==> config.mk <==
export PLATFORM = sky130hd
export DESIGN_NAME = bp_fe_mem_arbiter
export DESIGN_NICKNAME = d
export VERILOG_FILES = /design/src/rtl/bp_fe_mem_arbiter.sv
export SDC_FILE = /design/constraint.sdc
export NUM_CORES = 1
export LEC_CHECK = 0
export CORE_AREA = 3 3 267 269
export DETAILED_ROUTE_END_ITERATION = 7
export DIE_AREA = 0 0 270 272
export GPL_ROUTABILITY_DRIVEN = 0
export GPL_TIMING_DRIVEN = 0
export SYNTH_ARGS = -nofsm -noshare
export SYNTH_HDL_FRONTEND = slang
export SYNTH_SLANG_ARGS = --single-unit
==> constraint.sdc <==
create_clock -name clk_i -period 4.5 [get_ports clk_i]
set_input_delay 0.9 -clock clk_i [delete_from_list [all_inputs] [get_ports clk_i]]
set_output_delay 0.9 -clock clk_i [all_outputs]
set_load 0.1 [all_outputs]
==> src/rtl/bp_fe_mem_arbiter.sv <==
// Shares the I$/ITLB command port between the PC generator (req0) and an auxiliary
// engine (req1), and routes each memory response back to the requester that issued it.
module bp_fe_mem_arbiter #(
   parameter int unsigned mem_cmd_width_p  = 128,
   parameter int unsigned mem_resp_width_p = 96,
   parameter int unsigned resp_latency_p   = 2,
   parameter int unsigned starve_limit_p   = 8
) (
   input  logic                        clk_i,
   input  logic                        reset_i,
   input  logic [mem_cmd_width_p-1:0]  r0_cmd_i,
   input  logic                        r0_cmd_v_i,
   output logic                        r0_cmd_yumi_o,
   input  logic                        r0_poison_i,
   output logic [mem_resp_width_p-1:0] r0_resp_o,
   output logic                        r0_resp_v_o,
   input  logic [mem_cmd_width_p-1:0]  r1_cmd_i,
   input  logic                        r1_cmd_v_i,
   input  logic                        r1_lock_i,
   output logic                        r1_cmd_yumi_o,
   output logic                        r1_locked_o,
   output logic [mem_resp_width_p-1:0] r1_resp_o,
   output logic                        r1_resp_v_o,
   output logic [mem_cmd_width_p-1:0]  mem_cmd_o,
   output logic                        mem_cmd_v_o,
   input  logic                        mem_cmd_yumi_i,
   output logic                        mem_poison_o,
   input  logic [mem_resp_width_p-1:0] mem_resp_i,
   input  logic                        mem_resp_v_i,
   output logic                        busy_o,
   output logic                        err_o
);

   localparam int unsigned lat_lp      = resp_latency_p;
   localparam int unsigned starve_w_lp = 8;
   localparam int unsigned ign_w_lp    = 3;

   localparam logic [1:0] e_fetch = 2'd0;
   localparam logic [1:0] e_drain = 2'd1;
   localparam logic [1:0] e_lock  = 2'd2;

   logic [1:0]             state_q, state_d;
   logic [starve_w_lp-1:0] starve_q, starve_d;
   logic [lat_lp-1:0]      v_q, v_d;
   logic [lat_lp-1:0]      own_q, own_d;
   logic [lat_lp-1:0]      kill_q, kill_d, kill_eff;
   logic                   err_q, err_d;
   logic [ign_w_lp-1:0]    ign_q, ign_d;

   logic grant0, grant1;
   logic lock_req, starved;
   logic cmd_v, accept;
   logic poison_hit;
   logic tail_v, tail_own, tail_kill, resp_hit;

   assign lock_req = r1_lock_i & r1_cmd_v_i;
   assign starved  = (starve_q == starve_w_lp'(starve_limit_p)) & r1_cmd_v_i;

   // Grant selection and state transitions
   always_comb begin
      state_d = state_q;
      grant0  = 1'b0;
      grant1  = 1'b0;
      case (state_q)
         e_fetch: begin
            if (lock_req)        state_d = e_drain;
            else if (starved)    grant1  = 1'b1;
            else if (r0_cmd_v_i) grant0  = 1'b1;
            else                 grant1  = 1'b1;
         end
         e_drain: begin
            if (~|v_q) state_d = e_lock;
         end
         e_lock: begin
            grant1 = 1'b1;
            if (!r1_lock_i) state_d = e_fetch;
         end
         default: state_d = e_fetch;
      endcase
   end

   assign cmd_v         = ~reset_i & ((grant0 & r0_cmd_v_i) | (grant1 & r1_cmd_v_i));
   assign accept        = cmd_v & mem_cmd_yumi_i;
   assign mem_cmd_v_o   = cmd_v;
   assign mem_cmd_o     = reset_i ? '0 : (grant1 ? r1_cmd_i : r0_cmd_i);
   assign r0_cmd_yumi_o = accept & grant0;
   assign r1_cmd_yumi_o = accept & grant1;

   // Poison only ever targets an owner-0 command accepted in the previous cycle
   assign poison_hit   = ~reset_i & r0_poison_i & v_q[0] & ~own_q[0];
   assign mem_poison_o = poison_hit;

   // In-flight shift register; stage 0 is newest, stage lat_lp-1 is the tail
   always_comb begin
      kill_eff    = kill_q;
      kill_eff[0] = kill_q[0] | poison_hit;
      v_d         = '0;
      own_d       = '0;
      kill_d      = '0;
      v_d[0]      = accept;
      own_d[0]    = grant1;
      for (int i = 1; i < int'(lat_lp); i++) begin
         v_d[i]    = v_q[i-1];
         own_d[i]  = own_q[i-1];
         kill_d[i] = kill_eff[i-1];
      end
   end

   assign tail_v    = v_q[lat_lp-1];
   assign tail_own  = own_q[lat_lp-1];
   assign tail_kill = kill_eff[lat_lp-1];
   assign resp_hit  = ~reset_i & mem_resp_v_i & tail_v & ~tail_kill;

   assign r0_resp_v_o = resp_hit & ~tail_own;
   assign r1_resp_v_o = resp_hit & tail_own;
   assign r0_resp_o   = reset_i ? '0 : mem_resp_i;
   assign r1_resp_o   = reset_i ? '0 : mem_resp_i;

   // Orphan responses are errors, except stragglers from before the last reset
   always_comb begin
      err_d    = err_q | (mem_resp_v_i & ~tail_v & (ign_q == '0));
      ign_d    = (ign_q == '0) ? '0 : ign_q - ign_w_lp'(1);
      starve_d = starve_q;
      if (r1_cmd_yumi_o)
         starve_d = '0;
      else if (r1_cmd_v_i && (starve_q < starve_w_lp'(starve_limit_p)))
         starve_d = starve_q + starve_w_lp'(1);
   end

   always_ff @(posedge clk_i or posedge reset_i) begin
      if (reset_i) begin
         state_q  <= e_fetch;
         starve_q <= '0;
         v_q      <= '0;
         own_q    <= '0;
         kill_q   <= '0;
         err_q    <= 1'b0;
         ign_q    <= ign_w_lp'(resp_latency_p);
      end else begin
         state_q  <= state_d;
         starve_q <= starve_d;
         v_q      <= v_d;
         own_q    <= own_d;
         kill_q   <= kill_d;
         err_q    <= err_d;
         ign_q    <= ign_d;
      end
   end

   assign busy_o      = |v_q;
   assign err_o       = err_q;
   assign r1_locked_o = (state_q == e_lock);

endmodule

==> results.cfg <==
[timing]
hold_violations = 0
hold_ws_ps = 410.2
setup_violations = 0
fin_worst_skew_ps = 3.311
worst_pin_slew_ps = 1203
grt_setup_unrepaired = true
max_freq_mhz = 228.1
period_share = 0.9744
finalCriticalPeriod_ps = 4385
tns_ps = 0
relSlewSlack = 0.1956
maxSlewViolCount = 0

[min_path]
hold_path_startpoint = v_q[0]$_DFF_PP0_
hold_class = flop to flop
hold_depth = 0

[clock_network]
insertion_delay_ps = 250
ctsHtreeMaxLevel = 1
cts_sinks = 19
path_clk_slew_ps = 60
numCtsBuffers = 3
postCtsHoldBufs = 0
cts_root_buf = clkbuf_16
clockBufferDepth = 2
post_cts.repair.setup_buffers = 0
cts_tree = done

[floorplanning]
core.rowCount = 96
die_h_um = 272
initial_core_util = 0.06932
boundaryPins = 689
die_area_um2 = 73440
core_um2 = 68830
die_w_um = 270

[detailed_routing]
antenna_left = 0
first_pass_iters = 4
vias_per_cell = 3.070
drt_iter0_drc = 180
wirelength_mm = 36.11
wl_per_cell_um = 15.48
drc = 0
vias = 7160

[final_layout]
final_cell_area_um2 = 12740
nFillCells = 7861
area_growth_syn_to_layout_pct = 167.1
fin_nets = 1764
drive_gt1_frac = 0.1980
fin_cells = 2332

[pwr]
p_int_mw = 1.725
ir_drop_v = 0.0002420
total_power_mw = 5.769
p_leak_nw = 5.548
swShare = 0.7010
p_switching_mw = 4.044
combinationalPowerShare = 0.925
power_density_nw_per_um2 = 452.8
clockPowerShare = 0.032
power_frac_seq = 0.043

[global_route]
grt_pass1_wl_mm = 50.20
grt_antenna_before_repair = 5
grt_pass1_vias = 7516
track_usage = 0.09103
grt_overflow = 0
grt_max_degree = 29

[placement]
io_buffers = 687
place_area_um2 = 12820
hpwl_mm = 31.75
placedCellCount = 2327

[synthesis]
synth_cell_types = 34
synth_top_cells_by_count = nand2_1, mux2i_1, buf_4, nor2b_1, clkbuf_1
yosysTopAreaCellShare = 0.2707
ys_ff_latch = 19
synth_top_family_by_area = simple AND/OR/NAND/NOR gates
synthMuxAreaShare = 0.2707
async_flop_share = 1.000
netlist_area_um2 = 4771
yosysMostFrequentCell = nand2_1
synth_xor_area_frac = 0.003672
synth_fp_nets = 1073
synth_edf_count = 0
yosys.area.top_type = mux2i_1
synth-adder-area-share = 0.01049
synth_cells = 709
synth_compound_area_frac = 0.03147
yosys.area_share.simple = 0.3588
yosys_warnings = 0
ys_seq_area_frac = 0.09992
ys_top_cells_by_area = mux2i_1, nand2_1, buf_4
synth_ff_type = dfrtp_1
syn_area_per_cell_um2 = 6.729

[setup_path]
crit_type = input port to output pin
crit_arrival_ps = 3480
r2r-start = starve_q[4]$_DFFE_PP0P_
ff2ff_path_depth = 5
cp_max_fo = 10
critPathRequiredTime_ps = 3600
crit_start = r1_cmd_v_i
critPathLaunchType = input port
critPathCaptureType = output pin

[outcome]
run_status = finished, final reports clean

[run]
maxCapViolCount = 0
-- cell type report --
cell class / instances / area, um2 / share of cell area
well taps: 931 / 1165 / 0.09142
diodes: 2 / 5.005 / 0.0003928
repair buffers: 687 / 6638 / 0.5209
flip-flops and latches: 19 / 476.7 / 0.03741
clock buffers: 3 / 75.07 / 0.005892
plain buffers: 149 / 1040 / 0.08160
clock inverters: 1 / 7.507 / 0.0005892
multi-input cells: 530 / 3298 / 0.2588
inverters: 10 / 37.54 / 0.002946
-- cell usage in the layout (no fill, tap or decap), types with 8 or more instances in the layout --
cell and instances:
clkdlybuf4s50_1 554, nand2_1 260, mux2i_1 117, buf_4 107, nor2b_1 98, clkbuf_4 88, buf_6 31, clkbuf_1 31
dfrtp_1 18, mux2i_2 9, clkdlybuf4s15_2 9, inv_1 8
-- kinds of logic (layout without fill, tap and decap cells) --
kind of cell               Yosys count  in the layout
and+or+nand+nor                    377            377
buffers and inverters              160            850
muxes                              129            129
DFF                                 19             19
AOI/OAI and AO/OA                   18             18
adders and majority gates            4              4
xor gates and xnor gates             2              2
other                                0              2
-- repair_timing --
item,4_1_cts,5_1_grt
pin swaps,0,0
gates resized for setup,669,129
endpoints found under the setup margin,146,113
-- power by group through the flow --
stage / clock [mW] / sequential (mW) / combinational, mW
global route: 0.195 / 0.255 / 5.51
CTS: 0.189 / 0.247 / 5.22
detailed placement: 0 / 0.250 / 5.43
floorplan: 0 / 0.241 / 3.97
finish: 0.184 / 0.247 / 5.34
global placement: 0 / 0.249 / 5.43
-- metrics by stage --
step	util	setup slack (ps)
after floorplan	-	-349.6
after detailed placement	0.1863	-1233
after CTS	0.1803	0.3664
after global routing	0.1851	-13.77
after global placement	0.1862	-1619
final	0.1851	115.0
-- critical path, stage by stage --
cell             delay [ps]
clkdlybuf4s50_1         530
or4b_4                  520
o41ai_2                 210
a21oi_1                 190
buf_4                   280
buf_6                   210
mux2i_1                 330
buf_6                   280
-- path summary, 6_finish.rpt --
| path | endpoint | slack, ps |
|---|---|---|
| worst max-delay path | mem_cmd_o[82] | 120 |
| worst min-delay path | v_q[1]$_DFF_PP0_ | 410 |
| worst max register to register | starve_q[2]$_DFFE_PP0P_ | 2520 |
| worst min register to register | v_q[1]$_DFF_PP0_ | 410 |
| max in group asynchronous | starve_q[5]$_DFFE_PP0P_ | 2520 |
| min in group asynchronous | err_o$_DFF_PP0_ | 1530 |
-- state kept, by name, indices dropped and copies added, names as in the netlist --
| signal | cells |
|---|---|
| v_q | 2 |
| starve_q | 8 |
| err_o | 1 |
| own_q | 2 |
| ign_q | 3 |
| kill_q | 1 |
| state_q | 2 |
-- per-layer routing --
layer,part of all wire,routed length [um],GRT usage,vias to the layer above
li1,-,-,-,3543
met1,0.39,14120,0.1032,3163
met2,0.51,18380,0.1734,424
met3,0.074,2659,0.01956,28
met4,0.026,936,0.01970,2
met5,0.00028,10,0,-
Note: power is estimated with default switching activity, not from simulation.
